`src/rtl/line_buffer.sv`:
```
// 3x3 sliding-window generator. Raster pixels stream in, and each interior pixel
// completes one window. The window is held in a one-deep valid/ready output register.
module line_buffer #(
    parameter int IMG_W = 32,
    parameter int IMG_H = 32
) (
    input  logic        clk,
    input  logic        rst,
    input  logic        start_i,
    input  logic [7:0]  pix_i,
    input  logic        pix_valid_i,
    output logic        pix_ready_o,
    output logic [71:0] data_o,
    output logic        data_valid_o,
    input  logic        data_ready_i,
    output logic [9:0]  win_col_o,
    output logic [9:0]  win_row_o,
    output logic        frame_done_o
);
    typedef enum logic [1:0] {IDLE, LOAD, DRAIN, DONE} state_t;

    state_t     state, state_nxt;
    logic [9:0] col, row;
    logic [7:0] lb_new [IMG_W];
    logic [7:0] lb_old [IMG_W];
    logic [7:0] t1, t2, m1, m2, b1, b2;
    logic       acc, win_ld, last_pix;

    assign pix_ready_o = (state == LOAD) && (!data_valid_o || data_ready_i);
    assign acc         = pix_valid_i && pix_ready_o;
    assign win_ld      = acc && (row >= 10'd2) && (col >= 10'd2);
    assign last_pix    = acc && (row == 10'(IMG_H - 1)) && (col == 10'(IMG_W - 1));

    always_ff @(posedge clk) begin
        if (rst) state <= IDLE;
        else     state <= state_nxt;
    end

    always_comb begin
        state_nxt    = state;
        frame_done_o = 1'b0;
        case (state)
            IDLE:  if (start_i) state_nxt = LOAD;
            LOAD:  if (last_pix) state_nxt = DRAIN;
            DRAIN: if (!data_valid_o || data_ready_i) state_nxt = DONE;
            DONE: begin
                frame_done_o = 1'b1;
                state_nxt    = IDLE;
            end
            default: state_nxt = IDLE;
        endcase
    end

    always_ff @(posedge clk) begin
        if (rst) begin
            col <= '0;
            row <= '0;
        end else if (state == IDLE && start_i) begin
            col <= '0;
            row <= '0;
        end else if (acc) begin
            if (col == 10'(IMG_W - 1)) begin
                col <= '0;
                row <= row + 10'd1;
            end else begin
                col <= col + 10'd1;
            end
        end
    end

    // Tail of each store is the same column one and two rows up; the column
    // taps lag by one and two pixels, so they may hold a previous row's pixels
    // at columns 0/1. Those positions never emit a window.
    always_ff @(posedge clk) begin
        if (acc) begin
            lb_new[0] <= pix_i;
            lb_old[0] <= lb_new[IMG_W-1];
            for (int i = 1; i < IMG_W; i++) begin
                lb_new[i] <= lb_new[i-1];
                lb_old[i] <= lb_old[i-1];
            end
            t2 <= t1; t1 <= lb_old[IMG_W-1];
            m2 <= m1; m1 <= lb_new[IMG_W-1];
            b2 <= b1; b1 <= pix_i;
        end
    end

    always_ff @(posedge clk) begin
        if (rst) begin
            data_o       <= '0;
            data_valid_o <= 1'b0;
            win_col_o    <= '0;
            win_row_o    <= '0;
        end else if (win_ld) begin
            data_o       <= {t2, t1, lb_old[IMG_W-1], m2, m1, lb_new[IMG_W-1], b2, b1, pix_i};
            data_valid_o <= 1'b1;
            win_col_o    <= col - 10'd2;
            win_row_o    <= row - 10'd2;
        end else if (data_ready_i) begin
            data_valid_o <= 1'b0;
        end
    end
endmodule

```
`config.mk`:
```
export PLATFORM = sky130hd
export DESIGN_NAME = line_buffer
export DESIGN_NICKNAME = d
export VERILOG_FILES = /design/src/rtl/line_buffer.sv
export SDC_FILE = /design/constraint.sdc
export NUM_CORES = 1
export LEC_CHECK = 0
export ABC_AREA = 1
export BUFFER_PORTS_ARGS = -buffer_cell sky130_fd_sc_hd__buf_2
export CORE_MARGIN = 5
export CORE_UTILIZATION = 40
export CTS_CLUSTER_SIZE = 40
export DETAILED_ROUTE_END_ITERATION = 8
export PLACE_DENSITY_LB_ADDON = 0.3
export SLEW_MARGIN = 20
export SYNTH_ARGS = -nofsm -noshare
export SYNTH_HDL_FRONTEND = slang
export SYNTH_SLANG_ARGS = --single-unit
```
`constraint.sdc`:
```
create_clock -name clk -period 37.2 [get_ports clk]
set_input_delay 5.58 -clock clk [delete_from_list [all_inputs] [get_ports clk]]
set_output_delay 5.58 -clock clk [all_outputs]
set_load 0.005 [all_outputs]
```
==> reports/qor.txt, run 1 <==
width of the die = 238 um
Syn Inst Count = 1177
Max Clock Skew = 0.0250 ns
register area share after synthesis = 87.4%
status = completed
Leak = 8.23 nW
CP Max Fanout = 4
placer congestion estimate = 0.767
CP Cell Sequence = buf_2 -> nor2_2 -> nor2_4 -> buf_2
Max-Cap Viols = 0
# H-tree levels = 2
wl on met1 = 14600 um
Synth warnings = 0
vias in the first global route = 9357
final setup vio count = 0
HPWL after DPL = 16400 um
Tmin final = 11.72 ns
DR WL met2 = 13600 um
slew margin rel. = 26.7%
TritonCTS clock tree = done
Routed wire per std cell = 15.1 um
critical path type = in2out
PortBufs = 107
CP bufs+invs = 2
syn nets = 1203
antenna violations before repair = 0
router iterations before antenna repair = 5
global-route wire length before repair = 48800 um
flop2flop setup slack = 33.44 ns
Worst Hold Depth = 0
Worst R2R Start = state[1]
FP Rows = 83
library cells used by synthesis = 33
Synth Area per Inst = 17.6 um^2
Antenna Nets Post-Route = 0
reg2reg path depth = 7
clock buffer depth = 3
DR iter-0 viols = 624
total CTS buffers = 60
final wirelength = 31000 um
Die Area = 56600 um^2
post-cts resize count = 0
worst skew pair latency = 0.61 ns
critical path depth in cells = 4
DP Area = 22000 um^2
setup TNS = 0 ns
worst slew pin tran = 1.10 ns
clk root buf = clkbuf_16
final max-slew violation count = 0
Starting Density = 40.4%
area leader, netlist = edfxtp_1
Clk pwr share = 37.2%
design area = 24000 um^2
CTS Hold Bufs = 0
Vias/cell = 4.61
overall power = 0.00164 W
setup slack after layout = 25.48 ns
slowest cell on the critical path = nor2_2
Crit path top cell by count = buf_2
top post-synthesis cells by area = edfxtp_1, dfxtp_1, nor2_1, o21ai_0, nand2_1
CP Capture Point = pix_ready_o
Power Dens Cells = 68.1 nW/um^2
P&R area growth vs syn = 15.7%
crit share post-route = 31.5%
area share of the largest cell type after synthesis = 76.3%
CP max stage delay = 0.26 ns
Post-CTS Setup Inserts = 0
All-Layer GR Usage = 10.5%
DR top layer = met4
Crit path max-delay family = simple AND/OR/NAND/NOR gates
DR WL met3 = 2100 um
global route overflow = 0
power share of the combinational group = 4.8%
Setup crit start = data_ready_i
routed vias = 9476
layout cells sized above 1 = 16.2%
Crit Reg-Reg Endpoint = lb_old[5][2]
Sw Ratio = 21.1%
Max rail drop VDD = 39.4 uV
Yosys reg bits = 643
Arr. time, crit path = 6.14 ns
# IOs = 108
Placement Setup Slack = 25.47 ns
Switch Pwr = 0.000345 W
CP Launch Type = input pin
Die Span Y = 238 um
Sinks on Clock Net = 643
Synth Cell Area = 20800 um^2
Layout Nets = 1347
drc violations = 0
final hold viol count = 0
Hold Crit Class = reg2reg
core area = 51400 um^2
Max Clk Rate = 85.3 MHz
Worst setup EP type = output port
Req. time, crit path = 31.62 ns
unrepaired setup endpoints after global routing = false
largest net degree at the start of global routing = 207
Seq pwr share = 58.0%
cell-internal power = 0.00129 W
final core occ = 46.7%
Reg clk slew, reported paths = 0.06 ns
[flip-flops by register name, indices dropped and copies added, names as in the netlist]
name and cells:
lb_new 242, win_row_o 10, b2 7, t2 8, t1 8, lb_old 248
win_col_o 10, data_o 72, state 2, b1 7, m1 8, row 10
col 10, data_valid_o 1
[per-stage QoR]
stage / std cells / hold WS [ns]
floorplan: 1177 / 0.400
global placement: 1938 / 0.402
detailed placement: 1938 / 0.405
CTS: 2052 / 0.399
global route: 2053 / 0.403
finish: 2055 / 0.407
[cell families (layout without fill, tap and decap cells)]
| kind of cell | count (synthesis) | after routing | share of synthesized area (%) |
|---|---|---|---|
| flip-flops | 643 | 643 | 87.4 |
| other | 0 | 2 | 0 |
| AO/OA/AOI/OAI | 123 | 123 | 3.04 |
| XOR/XNOR | 12 | 12 | 0.506 |
| adder cells (fa/ha/maj) | 13 | 13 | 0.783 |
| AND/OR/NAND/NOR | 311 | 311 | 6.33 |
| buffers and inverters | 75 | 271 | 1.92 |
[cells in the final DEF, fill, tap and decap left out, types with 6 or more instances in the layout]
cell,Yosys,routed
a21oi_1,19,19
buf_2,6,107
bufinv_16,0,6
clkbuf_1,14,16
clkbuf_16,0,61
clkbuf_8,0,7
clkinv_1,0,9
clkinv_2,0,7
dfxtp_1,115,115
edfxtp_1,528,528
ha_1,13,13
inv_1,38,37
nand2_1,52,52
nand3_1,18,18
nand4_1,10,10
nor2_1,214,214
o21ai_0,94,94
xor2_1,12,12
[worst min-delay path by stage]
| stage | from | endpoint | slack (ns) |
|---|---|---|---|
| after CTS | lb_new[4][5] | lb_new[4][13] | 0.40 |
| after global placement | lb_old[3][2] | lb_old[4][2] | 0.40 |
| final | lb_new[3][22] | lb_new[3][30] | 0.41 |
| after global routing | lb_old[4][3] | lb_old[5][3] | 0.40 |
| after floorplan | lb_new[0][16] | lb_new[0][24] | 0.40 |
| after detailed placement | lb_new[1][25] | lb_new[2][1] | 0.40 |
[layout make-up]
| cell class | count | area (um^2) |
|---|---|---|
| tap | 680 | 851 |
| inverter | 43 | 164 |
| clock inverter | 30 | 318 |
| multi-input combinational | 459 | 2220 |
| antenna | 2 | 5.00 |
| clock buffer | 84 | 1680 |
| sequential | 643 | 18200 |
| timing repair buffer | 114 | 626 |
| fill | 4379 | 27400 |
[metal layers]
metal | up-vias | track usage, %
li1 | 4557 | -
met4 | 0 | 3.52
met3 | 50 | 3.24
met5 | - | 0
met1 | 4665 | 14.7
met2 | 204 | 15.8
[power groups by stage]
stage	sequential [W]	combinational, W	clock (W)
2_1_floorplan	0.00104	0.0000559	0
3_3_place_gp	0.000961	0.0000773	0
3_5_place_dp	0.000964	0.0000815	0
4_1_cts	0.000951	0.0000814	0.000632
5_1_grt	0.000958	0.0000874	0.000661
6_report	0.000949	0.0000785	0.000609
[cells in the mapped netlist (all sizes together)]
library cell,number
nand3b,1
a211oi,3
buf,17
a2bb2oi,1
clkbuf,15
nor3b,1
dfxtp,115
o21ai,99
o211a,1
nand4,10
inv,43
ha,13
nand3,19
nand2,54
nor3,4
edfxtp,528
xor2,12
a21oi,19
nor2,222
No activity file was read; power rests on OpenSTA's default activity.
==> run 2: changes to the inputs <==
- clock period: 37.2 -> 11.4 ns (I/O delays scaled with it)
==> run 2 against run 1 <==
Sequential cell count unchanged. Power increased to 3.3 times the previous value. Via count up 0.42%. Global-route usage about the same. Count of clock-buffer cells in the layout grew 8. Non-clock buffer count stayed put. First-iteration DRC count increased by 49%. Critical path depth did not move. Worst hold slack got worse by 0.011 ns. Sequential power grew to 3.3 times the previous value. Critical path type unchanged. Critical endpoint unchanged. Largest cell class unchanged.
==> reports/qor.txt, run 2 (same netlist as run 1, synthesis figures left out) <==
vias in the first global route = 9190 (-1.8%)
most common cell after layout, fill and taps aside = edfxtp_1
unrepaired setup endpoints after global routing = false
Routed wire per std cell = 14.7 um (-2.2%)
Antenna Nets Post-Route = 0 (unchanged)
largest net degree at the start of global routing = 195 (-5.8%)
overall power = 0.00533 W (+230%)
CP Launch Type = input pin
drc violations = 0 (unchanged)
Starting Density = 40.4% (unchanged)
Post-CTS Setup Inserts = 0 (unchanged)
DR iter-0 viols = 931 (+49%)
HPWL after DPL = 16100 um (-1.5%)
final max-slew violation count = 0 (unchanged)
worst skew pair latency = 0.60 ns (about the same)
clk root buf = clkbuf_16
most frequent cells in the layout = edfxtp_1, nor2_1, dfxtp_1, buf_2, o21ai_0
flip-flop count of the largest register after layout = 248 (unchanged)
status = completed
Die Area = 56600 um^2 (unchanged)
Req. time, crit path = 9.69 ns (-21.93 ns)
Vias/cell = 4.63 (+0.42%)
router iterations before antenna repair = 5 (unchanged)
final hold viol count = 0 (unchanged)
fill count = 4390 (+0.25%)
CP Max Fanout = 4 (unchanged)
clock buffer depth = 3 (unchanged)
flop2flop setup slack = 8.36 ns (-25.08 ns)
Max-Cap Viols = 0 (unchanged)
total CTS buffers = 61 (+1.7%)
Top reg by flops = lb_old
Power Dens Cells = 222 nW/um^2 (+230%)
FP Rows = 83 (unchanged)
footprint of the multi-input gates = 2230 um^2 (+0.56%)
register area = 18200 um^2 (unchanged)
Hold Crit Class = reg2reg
crit share post-route = 34.2%
Die Span Y = 238 um (unchanged)
Max Clock Skew = 0.0266 ns (+0.00159 ns)
global-route wire length before repair = 49000 um (+0.38%)
width of the die = 238 um (unchanged)
Tmin final = 3.90 ns
Worst setup EP type = output port
layout cells sized above 1 = 16.7% (+0.42 points)
placer congestion estimate = 0.798 (+4.0%)
Max Clk Rate = 257 MHz
routed vias = 9516 (+0.42%)
hold slack = 0.396 ns (-0.0111 ns)
CTS Hold Bufs = 0 (unchanged)
All-Layer GR Usage = 10.5% (about the same)
# H-tree levels = 2 (unchanged)
PortBufs = 107 (unchanged)
Arr. time, crit path = 2.19 ns (-3.95 ns)
Non-Filler Instances = 2055 (unchanged)
biggest regs = lb_old: 248 flops, lb_new: 242 flops, data_o: 72 flops
Reg clk slew, reported paths = 0.06 ns (about the same)
core area = 51400 um^2 (unchanged)
P&R area growth vs syn = 15.8%
post-cts resize count = 0 (unchanged)
slew margin rel. = 28.2% (+1.5 points)
TritonCTS clock tree = done
Sinks on Clock Net = 643 (unchanged)
Layout Nets = 1348 (+0.074%)
Leak = 8.25 nW (+0.17%)
antenna violations before repair = 1 (+1)
final core occ = 46.8% (+0.051 points)
global route overflow = 0 (unchanged)
# IOs = 108 (unchanged)
worst slew pin tran = 1.08 ns (-0.0227 ns)
final setup vio count = 0 (unchanged)
final wirelength = 30300 um (-2.2%)
critical path type = in2out
Max rail drop VDD = 155 uV (+290%)
Placed Cells = 1938 (unchanged)
-- run 2: routing by layer --
metal	routed length, um	up-vias	global-route usage [%]
li1	-	4548	-
met1	14500	4653	15.9
met2	13000	247	14.9
met3	2000	68	2.69
met4	789	0	3.59
met5	0	-	0
-- run 2: cell type report --
cell class / instances / area share [%]
sequential: 643 / 75.5
multi-input combinational: 459 / 9.29
clock buffer: 92 / 7.38
tap: 680 / 3.54
timing repair buffer: 114 / 2.58
clock inverter: 23 / 0.973
inverter: 43 / 0.734
antenna: 1 / 0.0104
-- run 2: where the power goes --
group | internal (W) | switching (W)
logic | 0.0000384 | 0.000220
clock network | 0.00117 | 0.000815
registers | 0.00301 | 0.0000874
total | 0.00421 | 0.00112
-- run 2: worst paths after layout --
path	start	to	cells past startpoint
hold reg to reg	lb_old[15][7]	lb_old[16][7]	0
hold / removal	lb_old[15][7]	lb_old[16][7]	0
setup reg to reg	state[1]	lb_old[2][6]	7
setup / recovery	data_ready_i	pix_ready_o	4
-- run 2: worst max-delay path, cell delays in order --
cell and delay, ns:
buf_2 0.11, nor2_4 0.18, nor2_4 0.06, buf_2 0.12
-- run 2: metrics by stage --
step / TNS [ns] / setup slack [ns] / instance area (um^2)
finish: 0 / 7.50 / 24100
global route: 0 / 7.47 / 24000
CTS: 0 / 7.49 / 24000
detailed placement: 0 / 6.98 / 22000
global placement: 0 / 7.01 / 22000
floorplan: -1821.34 / -4.04 / 20800
==> run 3: changes to the inputs <==
- ABC_AREA: 1 -> 0
- clock period: 11.4 -> 3.9 ns (I/O delays scaled with it)
==> run 3 against run 2 <==
Sequential cell count unchanged. Register-to-register slack got worse by 7.4 ns. Via count rose by 9.9%. Largest cell class unchanged.
==> reports/qor.txt, run 3 <==
final hold viol count = 0 (unchanged)
critical path type = reg2reg
Hold Crit Class = in2reg
clk root buf = clkbuf_16
worst slew pin tran = 0.764 ns (-0.313 ns)
PortBufs = 107 (unchanged)
most common cell after layout, fill and taps aside = edfxtp_1
layout cells sized above 1 = 17.6% (+0.93 points)
slew margin rel. = 48.6% (+20 points)
flip-flop count of the largest register after layout = 248 (unchanged)
combinational family with the most area after synthesis = compound AO/OA/AOI/OAI gates
Worst setup EP type = flop
total CTS buffers = 58 (-4.9%)
complex-gate fraction of the synthesized area = 6.41% (+3.4 points)
All-Layer GR Usage = 12.1% (+1.5 points)
largest net degree at the start of global routing = 93 (-52%)
routed vias = 10500 (+9.9%)
Post-CTS Setup Inserts = 0 (unchanged)
P&R area growth vs syn = 15.7%
Worst R2R Start = state[1]
CP max stage delay = 0.55 ns (+0.37 ns)
fill count = 4369 (-0.48%)
HP Start = pix_i[0]
global-route wire length before repair = 56400 um (+15%)
Antenna diodes = 0 (-1)
Max-Cap Viols = 0 (unchanged)
post-cts resize count = 0 (unchanged)
setup TNS = 0 ns (unchanged)
Leak = 7.66 nW (-7.1%)
Layout Nets = 1291 (-4.2%)
design area = 24700 um^2 (+2.6%)
CP Cell Sequence = inv_1 -> ha_1 -> and2_1 -> nand2_4 -> inv_8 -> buf_12 -> nand4_1 -> a21oi_1
antenna violations before repair = 1 (unchanged)
top-count cell post-synth = edfxtp_1
Synth warnings = 0 (unchanged)
final wirelength = 36600 um (+21%)
router iterations before antenna repair = 5 (unchanged)
unrepaired setup endpoints after global routing = false
core area = 52700 um^2 (+2.4%)
Req. time, crit path = 4.40 ns (-5.29 ns)
FP Rows = 84 (+1.2%)
Placed Cells = 1891 (-2.4%)
CP Launch Type = flop
global route overflow = 0 (unchanged)
worst skew pair latency = 0.59 ns (about the same)
mux contribution to synthesized area = 0.0938% (+0.094 points)
most frequent cells in the layout = edfxtp_1, dfxtp_1, buf_2, a21oi_1, nand4_1
placer congestion estimate = 0.800 (+0.21%)
Power Dens Cells = 624 nW/um^2 (+180%)
Commonest cells post-synth = edfxtp_1, dfxtp_1, a21oi_1
HPWL after DPL = 20000 um (+24%)
overall power = 0.0154 W (+190%)
CP Max Fanout = 82 (+78)
Reg clk slew, reported paths = 0.06 ns (about the same)
biggest regs = lb_old: 248 flops, lb_new: 242 flops, data_o: 72 flops
Synth Area per Inst = 18.4 um^2 (+4.3%)
area share of the largest cell type after synthesis = 74.3% (-2.0 points)
slowest cell on the critical path = inv_8
flop2flop setup slack = 0.96 ns (-7.40 ns)
Tmin final = 2.94 ns
top post-synthesis cells by area = edfxtp_1, dfxtp_1, o31ai_1, nand4_1, a21oi_1
area leader, netlist = edfxtp_1
Post-Synth Simple-Gate Area = 5.03% (-1.3 points)
# IOs = 108 (unchanged)
syn nets = 1185 (-1.5%)
Starting Density = 40.5% (+0.11 points)
Max Clk Rate = 341 MHz
xor/xnor share of the synthesized area = 0.698% (+0.19 points)
# H-tree levels = 2 (unchanged)
TritonCTS clock tree = done
vias in the first global route = 9992 (+8.7%)
Routed wire per std cell = 18.3 um (+24%)
Max Clock Skew = 0.0274 ns (+0.000771 ns)
ys async rst share = 0% (unchanged)
register area share after synthesis = 85.1% (-2.3 points)
Sinks on Clock Net = 643 (unchanged)
final setup vio count = 0 (unchanged)
Die Span Y = 241 um (+1.3%)
Max rail drop VDD = 562 uV (+260%)
Arr. time, crit path = 3.43 ns (+1.24 ns)
DP Area = 22600 um^2 (+2.7%)
share of synthesized cell area in full adder, half adder and majority cells = 0.762% (-0.021 points)
CTS Hold Bufs = 0 (unchanged)
clock buffer depth = 3 (unchanged)
Vias/cell = 5.23 (+13%)
final core occ = 46.9% (+0.077 points)
crit share post-route = 75.3%
DR iter-0 viols = 843 (-9.5%)
EDFF count, synth = 528 (unchanged)
Synth Cell Area = 21300 um^2 (+2.7%)
Non-Filler Instances = 2001 (-2.6%)
final max-slew violation count = 0 (unchanged)
drc violations = 0 (unchanged)
Setup crit start = state[1]
Syn Inst Count = 1159 (-1.5%)
library cells used by synthesis = 39 (+18%)
Antenna Nets Post-Route = 0 (unchanged)
Top reg by flops = lb_old
most common flop cell mapped by yosys = edfxtp_1
status = completed
Yosys reg bits = 643 (unchanged)
Die Area = 58100 um^2 (+2.6%)
width of the die = 241 um (+1.3%)
-- run 3: cell count changes in the layout (fill, tap and decap cells not counted), sizes merged, moves of 14 or more --
cell and change:
nand2 -38, a31oi +16, nor2 -206, inv -30, o31ai +83, a21oi +72
o21ai -92, nand4 +76, clkbuf -17, nand3 -14
-- run 3: path summary, 6_finish.rpt --
path,end,depth (start not counted)
worst max register to register,data_o[39],8
worst max-delay path,data_o[39],8
worst min register to register,lb_old[30][7],0
worst min-delay path,b1[0],1
-- run 3: power by group --
part           switching [W]  internal (W)
Sequential          0.000188       0.00840
Clock                0.00240       0.00352
Combinational       0.000739      0.000151
-- run 3: layer usage --
| layer | routed length [um] | up-vias | GRT usage, % |
|---|---|---|---|
| met5 | 0 | - | 0 |
| met4 | 727 | 0 | 3.35 |
| met3 | 2490 | 67 | 3.50 |
| met2 | 16000 | 245 | 17.2 |
| met1 | 17400 | 5327 | 18.2 |
| li1 | - | 4821 | - |
-- run 3: through the flow --
step | hold WS [ns] | setup WS (ns)
2_1_floorplan | 0.400 | 0.518
3_3_place_gp | 0.401 | 1.12
5_1_grt | 0.165 | 0.652
6_report | 0.195 | 0.963
4_1_cts | 0.158 | 0.916
3_5_place_dp | 0.405 | 0.952
-- run 3: critical path: cells and delay by family (launching register included) --
family | cells | cell delay, ns
AOI/OAI and AO/OA | 1 | 0.15
adders and majority gates | 1 | 0.34
buffers and inverters | 3 | 1.11
DFF | 1 | 0.34
and+or+nand+nor | 3 | 0.84
-- run 3: cell type report --
class                           count  area [um^2]  share of cell area [%]
Tap cell                          688          861                    3.49
Multi-Input combinational cell    425         2800                    11.3
Clock buffer                       75         1580                    6.39
Inverter                           12         52.6                   0.213
Sequential cell                   643        18200                    73.6
Clock inverter                     33          437                    1.77
Timing Repair Buffer              125          793                    3.21
-- run 3: kinds of logic (layout without fill, tap and decap cells) --
kind of cell    count (synthesis)  count (layout)
xor+xnor                       17              17
buf+inv                        91             245
mux                             2               2
compound gates                217             217
flops                         643             643
fa+ha+maj                      13              13
simple gates                  176             176
